`src/rtl/booth_mult_ctrl_if.sv`:
```
// ---------------------------------------------------------------------------
// booth_mult_ctrl_if
// Purpose : bundles the request/result signals of the radix-4 Booth
//           multiplier so requester and multiplier share one connection.
// Signals : start         request a multiply (requester -> multiplier)
//           multiplicand  signed operand M, WIDTH bits
//           multiplier    signed operand Q, WIDTH bits
//           busy          multiply in progress (multiplier -> requester)
//           done          one-cycle pulse, product valid
//           product       signed M*Q, 2*WIDTH bits, held until next start
// Modports: master = requester side, slave = multiplier side.
// ---------------------------------------------------------------------------
interface booth_mult_ctrl_if #(
  parameter int WIDTH = 32
);
  logic                 start;
  logic [WIDTH-1:0]     multiplicand;
  logic [WIDTH-1:0]     multiplier;
  logic                 busy;
  logic                 done;
  logic [2*WIDTH-1:0]   product;

  modport master (
    output start, multiplicand, multiplier,
    input  busy, done, product
  );

  modport slave (
    input  start, multiplicand, multiplier,
    output busy, done, product
  );
endinterface

```
`src/rtl/booth_mult_ctrl.sv`:
```
// ---------------------------------------------------------------------------
// booth_mult_ctrl
// Purpose : sequential radix-4 (modified Booth) signed multiplier. One
//           Booth digit is retired per clock; a WIDTH-bit multiply takes
//           WIDTH/2 steps plus one edge to publish the product.
// Ports   : clk    single clock, rising edge
//           reset  synchronous, active-high; aborts any multiply in flight
//           bus    booth_mult_ctrl_if.slave (start, multiplicand,
//                  multiplier in; busy, done, product out)
// Params  : WIDTH  operand width in bits (even, >= 4)
// Macro   : BOOTH_EARLY_TERM_EN -- when defined, the multiply finishes as
//           soon as the unprocessed multiplier bits are pure sign
//           extension (every remaining Booth digit would be zero).
//           Products are identical either way; only latency changes.
// ---------------------------------------------------------------------------
module booth_mult_ctrl #(
  parameter int WIDTH = 32
) (
  input  logic             clk,
  input  logic             reset,
  booth_mult_ctrl_if.slave bus
);

  localparam int PW    = 2 * WIDTH;
  localparam int STEPS = WIDTH / 2;
  localparam int IW    = $clog2(STEPS + 1);

  typedef enum logic [1:0] {
    IDLE = 2'd0,
    RUN  = 2'd1,
    DONE = 2'd2
  } state_t;

  state_t r_state;
  state_t w_state_next;

  // r_m_sh holds the sign-extended multiplicand pre-shifted by 2*i, so the
  // partial product never needs a variable shifter.
  logic [PW-1:0]    r_m_sh;
  // r_q_sh holds {Q, 1'b0} arithmetically shifted right by 2*i: bits [2:0]
  // are always the current triplet {Q[2i+1], Q[2i], Q[2i-1]}, and the whole
  // register is the sign-extended window Q[WIDTH-1:2i-1].
  logic [WIDTH:0]   r_q_sh;
  logic [PW-1:0]    r_acc;
  logic [PW-1:0]    r_product;
  logic [IW-1:0]    r_i;

  logic             w_accept;
  logic             w_last;
  logic             w_early;
  logic             w_finish;
  logic             w_busy;
  logic             w_done;
  logic [2:0]       w_trip;
  logic [PW-1:0]    w_m2;
  logic [PW-1:0]    w_pp;

  // Start is honoured only outside RUN; reset priority is handled in the
  // sequential blocks.
  assign w_accept = bus.start && (r_state != RUN);

  // All WIDTH/2 digits have been retired once the index reaches STEPS.
  assign w_last = (r_i == IW'(STEPS));

`ifdef BOOTH_EARLY_TERM_EN
  // Remaining multiplier window all-zeros or all-ones: every further Booth
  // digit decodes to 0, so the accumulator already holds the product.
  assign w_early = (r_q_sh == '0) || (&r_q_sh);
`else
  assign w_early = 1'b0;
`endif

  assign w_finish = w_last || w_early;

  // -------------------------------------------------------------------------
  // FSM state register
  // -------------------------------------------------------------------------
  always_ff @(posedge clk) begin
    if (reset) begin
      r_state <= IDLE;
    end else begin
      r_state <= w_state_next;
    end
  end

  // -------------------------------------------------------------------------
  // FSM next state and status outputs
  // -------------------------------------------------------------------------
  always_comb begin
    w_state_next = r_state;
    w_busy       = 1'b0;
    w_done       = 1'b0;
    case (r_state)
      IDLE: begin
        if (bus.start) begin
          w_state_next = RUN;
        end
      end
      RUN: begin
        w_busy = 1'b1;
        if (w_finish) begin
          w_state_next = DONE;
        end
      end
      DONE: begin
        w_done = 1'b1;
        // Back-to-back request goes straight into the next multiply.
        w_state_next = bus.start ? RUN : IDLE;
      end
      default: begin
        w_state_next = IDLE;
      end
    endcase
  end

  // -------------------------------------------------------------------------
  // Booth digit decode
  // -------------------------------------------------------------------------
  assign w_trip = r_q_sh[2:0];
  assign w_m2   = r_m_sh << 1;

  always_comb begin
    w_pp = '0;
    case (w_trip)
      3'b001, 3'b010: w_pp = r_m_sh;
      3'b011:         w_pp = w_m2;
      3'b100:         w_pp = ~w_m2 + PW'(1);
      3'b101, 3'b110: w_pp = ~r_m_sh + PW'(1);
      default:        w_pp = '0;
    endcase
  end

  // -------------------------------------------------------------------------
  // Datapath registers
  // -------------------------------------------------------------------------
  always_ff @(posedge clk) begin
    if (reset) begin
      r_m_sh    <= '0;
      r_q_sh    <= '0;
      r_acc     <= '0;
      r_product <= '0;
      r_i       <= '0;
    end else if (w_accept) begin
      r_m_sh <= {{WIDTH{bus.multiplicand[WIDTH-1]}}, bus.multiplicand};
      r_q_sh <= {bus.multiplier, 1'b0};
      r_acc  <= '0;
      r_i    <= '0;
    end else if (r_state == RUN) begin
      if (w_finish) begin
        // Publish on the edge that enters DONE.
        r_product <= r_acc;
      end else begin
        r_acc  <= r_acc + w_pp;
        r_m_sh <= r_m_sh << 2;
        r_q_sh <= {{2{r_q_sh[WIDTH]}}, r_q_sh[WIDTH:2]};
        r_i    <= r_i + IW'(1);
      end
    end
  end

  assign bus.busy    = w_busy;
  assign bus.done    = w_done;
  assign bus.product = r_product;

endmodule

```
`src/flat_wrapper.sv`:
```
// flat-port wrapper written by rule: the top's interface ports become plain ports
module booth_mult_ctrl_flat 
#(
  parameter int WIDTH = 32
)
  (clk, reset, bus_start, bus_multiplicand, bus_multiplier, bus_busy, bus_done, bus_product);
  booth_mult_ctrl_if #(.WIDTH(WIDTH)) bus_i ();
  input  logic clk;
  input  logic reset;
  input wire logic [$bits(bus_i.start)-1:0] bus_start;
  input wire logic [$bits(bus_i.multiplicand)-1:0] bus_multiplicand;
  input wire logic [$bits(bus_i.multiplier)-1:0] bus_multiplier;
  output wire logic [$bits(bus_i.busy)-1:0] bus_busy;
  output wire logic [$bits(bus_i.done)-1:0] bus_done;
  output wire logic [$bits(bus_i.product)-1:0] bus_product;
  assign bus_i.start = bus_start;
  assign bus_i.multiplicand = bus_multiplicand;
  assign bus_i.multiplier = bus_multiplier;
  assign bus_busy = bus_i.busy;
  assign bus_done = bus_i.done;
  assign bus_product = bus_i.product;
  booth_mult_ctrl #(.WIDTH(WIDTH)) u_core (.clk(clk), .reset(reset), .bus(bus_i));
endmodule
```
`config.mk`:
```
export PLATFORM = sky130hd
export DESIGN_NAME = booth_mult_ctrl_flat
export DESIGN_NICKNAME = d
export VERILOG_FILES = /design/src/rtl/booth_mult_ctrl_if.sv /design/src/rtl/booth_mult_ctrl.sv /design/src/flat_wrapper.sv
export SDC_FILE = /design/constraint.sdc
export NUM_CORES = 1
export LEC_CHECK = 0
export ABC_CLOCK_PERIOD_IN_PS = 7100
export BUFFER_PORTS_ARGS = -buffer_cell sky130_fd_sc_hd__buf_4
export CAP_MARGIN = 20
export CORE_MARGIN = 5
export CORE_UTILIZATION = 30
export DETAILED_ROUTE_END_ITERATION = 16
export PLACE_DENSITY = 0.57
export SYNTH_ARGS = -nofsm -noshare
export SYNTH_HDL_FRONTEND = slang
export SYNTH_SLANG_ARGS = --single-unit
```
`constraint.sdc`:
```
create_clock -name clk -period 7.1 [get_ports clk]
set_input_delay 1.065 -clock clk [delete_from_list [all_inputs] [get_ports clk]]
set_output_delay 1.065 -clock clk [all_outputs]
set_load 0.05 [all_outputs]
```
==> impl_metrics.json <==
{
  "detailedRoute.firstPassIterationCount": 6,
  "min_period_over_period": 0.8491,
  "unrepaired_setup_endpoints_after_global_routing": "false",
  "synth_top_family_by_area": "compound AO/OA/AOI/OAI gates",
  "floorplan.die_area_um2": 57940,
  "synth-warning-count": 0,
  "first_iter_violations": 1330,
  "cap_violations": 0,
  "clkSinkCount": 232,
  "clock_network_fraction_of_design_power": 0.415,
  "internal_power_uw": 2541,
  "power_switching_share": 0.3135,
  "ys_seq_elements": 232,
  "grt_first_pass_wirelength_mm": 85.86,
  "cellLeakagePower_uw": 0.006757,
  "globalRouteTotalUtil": 0.1799,
  "grt_pass1_vias": 15280,
  "drv_slew": 0,
  "multi_input_area_um2": 10430,
  "post_synth_fa_ha_maj_area_fraction": 0.05297,
  "synthToLayoutAreaGrowth_pct": 14.10,
  "avgSynthCellArea_um2": 7.187,
  "number_of_flops_mapped_to_enable_cells_by_yosys": 0,
  "cts-root-buf": "clkbuf_16",
  "sequential_share_of_the_synthesized_area": 0.2908,
  "route.final.wire_length_mm": 54.50,
  "hold_slack_ns": 0.4524,
  "critical_path_class": "reg2reg",
  "post-route-util": 0.3460,
  "avgRoutedWirePerCell_um": 18.67,
  "vias": 16260,
  "floorplan.die.width_um": 240.7,
  "antenna_found_initial": 0,
  "layout.nets": 2345,
  "start_util": 0.3033,
  "cts.clk_slew.worst_paths_ns": 0.06,
  "io_buffer_count": 132,
  "setup-tns-final_ns": 0,
  "r2r_path_end": "u_core.r_acc[62]",
  "cts_tree": "done",
  "cts_made_buffers": 29,
  "worstSetupEndpointType": "flop",
  "layout_min_cycle_time_ns": 6.029,
  "fillers": 5561,
  "worst_ep_required_time_ns": 7.57,
  "reg2reg_setup_slack_ns": 1.07,
  "max_vdd_drop_mv": 0.1776,
  "synthesis.instances": 2222,
  "cts-resized-gates": 0,
  "worstHoldPathType": "reg2reg",
  "clock.fmax_mhz": 165.9,
  "synth_top_cell_area_share": 0.2908,
  "synth.area.mux_share": 0.01120,
  "ctsHtreeMaxLevel": 1,
  "antenna_left": 0,
  "number_of_core_rows": 84,
  "clock_path_buffers": 3,
  "endpoint": "u_core.r_acc[62]",
  "drt_drc_violations_left": 0,
  "synth_compound_gate_area_share": 0.2808,
  "final-instance-count-excl-fill": 2919,
  "tightestPinTransition_ns": 1.100,
  "die_height_um": 240.7,
  "antennaDiodeCount": 0,
  "skew_ns": 0.03015,
  "grt_start_max_net_pins": 82,
  "synth_simple_gate_area_frac": 0.2296,
  "run_status": "complete, no violations",
  "yosys.area_share.xor_xnor": 0.07733,
  "dp.cells": 2868,
  "core_area_um2": 52660,
  "seq_area_um2": 4648,
  "power.total_uw": 3701,
  "pin_count": 133,
  "layout_cell_share_with_drive_strength_beyond_1": 0.1143,
  "grt-ovfl-total": 0,
  "timing_hold_violations_final": 0,
  "worst_skew_pair.late_latency_ns": 0.60,
  "total_switching_power_uw": 1160,
  "synth_ff_type": "dfxtp_1",
  "cts-hold-fix-buffers": 0,
  "power.density_cell_area_nw_per_um2": 203.1,
  "reg2reg_depth": 19,
  "gp_routability_congestion": 0.9012,
  "worstSetupStartpointType": "flop",
  "synth_area_leaders": "dfxtp_1, nand2_1, a21oi_1",
  "buffer_count_from_post_cts_setup_fixing": 0,
  "path_max_fanout": 10,
  "power.share.combinational": 0.195,
  "synth.cell_area_um2": 15970,
  "synth_top_area_cell": "dfxtp_1",
  "synth_cell_types": 77,
  "setup-violations-final": 0,
  "synth_fp_nets": 2356,
  "crit_start": "u_core.r_m_sh[2]",
  "arrival_ns": 6.49,
  "detail_route.vias_per_cell": 5.572,
  "startpoint_of_the_lowest_slack_register_to_register_path": "u_core.r_m_sh[2]",
  "power_frac_seq": 0.390,
  "place_hpwl_mm": 38.75,
  "slew_headroom": 0.2650,
  "async_reset_ff_frac": 0
}
## cell type report
class / count / area share
multi-input combinational: 1760 / 0.5725
sequential: 232 / 0.2551
timing repair buffer: 160 / 0.06592
tap: 688 / 0.04724
clock buffer: 39 / 0.04354
clock inverter: 12 / 0.009888
inverter: 28 / 0.005768
## how the worst min path moves through the flow
stage | from | end | slack, ns | depth (start not counted)
after detailed placement | u_core.r_q_sh[3] | u_core.r_q_sh[3] | 0.45 | 2
after global placement | u_core.r_q_sh[21] | u_core.r_q_sh[21] | 0.44 | 2
after global routing | u_core.r_q_sh[3] | u_core.r_q_sh[3] | 0.47 | 2
after CTS | u_core.r_q_sh[3] | u_core.r_q_sh[3] | 0.45 | 2
final | u_core.bus.product[20] | u_core.bus.product[20] | 0.45 | 2
after floorplan | u_core.r_q_sh[10] | u_core.r_q_sh[10] | 0.44 | 2
## Yosys cell counts (13+ instances only)
cell and n:
or3_1 30, nand2b_1 20, nor2_1 154, nand3_1 35, xor2_1 74, o21bai_1 13
nor4_1 14, a22oi_1 85, nand4_1 19, inv_1 28, a31oi_1 21, ha_1 66
a221oi_1 60, nor3_1 35, dfxtp_1 232, a21oi_1 297, nand2_1 441, a21o_1 32
buf_1 14, mux2i_1 13, o22ai_1 19, clkbuf_1 167, buf_2 16, o21ai_0 101
xnor2_1 67
## critical path, cell delays in order (launching register included)
cell and delay [ns]:
dfxtp_1 0.41, nor4_1 0.59, nand3_1 0.49, or3_4 0.50, nor2_2 0.18, nand2_1 0.13
or3_1 0.40, xor2_1 0.17, a22oi_1 0.19, o21ai_0 0.23, ha_1 0.47, a21o_1 0.21
a21o_1 0.18, a2111oi_0 0.62, o31ai_1 0.19, nand2b_1 0.13, o311ai_0 0.16, o21ai_0 0.30
nor3_1 0.07, a221o_1 0.30
## metrics by stage
step | worst slack [ns] | area, um2
after floorplan | 2.080 | 15970
after global placement | 1.420 | 17250
after detailed placement | 1.265 | 17250
after CTS | 1.211 | 18220
after global routing | 0.6503 | 18220
final | 1.071 | 18220
## per-layer routing
metal,global-route usage,part of all wire,up-vias
met1,0.2582,0.47,7756
li1,-,-,7898
met4,0.04917,0.023,0
met3,0.02788,0.071,81
met5,0,0,-
met2,0.2818,0.44,529
## registers in the layout, indices dropped and copies added, names as in the netlist
register / count
u_core.r_m_sh: 64
u_core.r_state: 2
u_core.r_q_sh: 33
u_core.r_i: 5
u_core.r_acc: 64
u_core.bus.product: 64
## cells by family (layout without fill, tap and decap cells)
family | after synthesis | in the layout
compound gates | 717 | 717
xor+xnor | 141 | 141
fa+ha+maj | 67 | 67
buf+inv | 230 | 239
flops | 232 | 232
mux | 17 | 17
simple gates | 818 | 818
## layout by cell type, fill, tap and decap left out, types with 32 or more instances in the layout
master / netlist / final
xnor2_1: 67 / 67
a21oi_1: 297 / 297
nor2_1: 154 / 152
buf_4: 0 / 160
a21o_1: 32 / 32
nor3_1: 35 / 35
nand2_1: 441 / 440
o21ai_0: 101 / 101
dfxtp_1: 232 / 229
ha_1: 66 / 66
xor2_1: 74 / 74
a22oi_1: 85 / 85
nand3_1: 35 / 35
a221oi_1: 60 / 60
## power by group through the flow
stage	registers [uW]	clock network, uW	logic, uW
finish	1440	1540	722
global route	1450	1630	795
CTS	1440	1580	713
detailed placement	1470	0	710
global placement	1470	0	700
floorplan	1400	0	565
(Power assumes the default switching activity.)
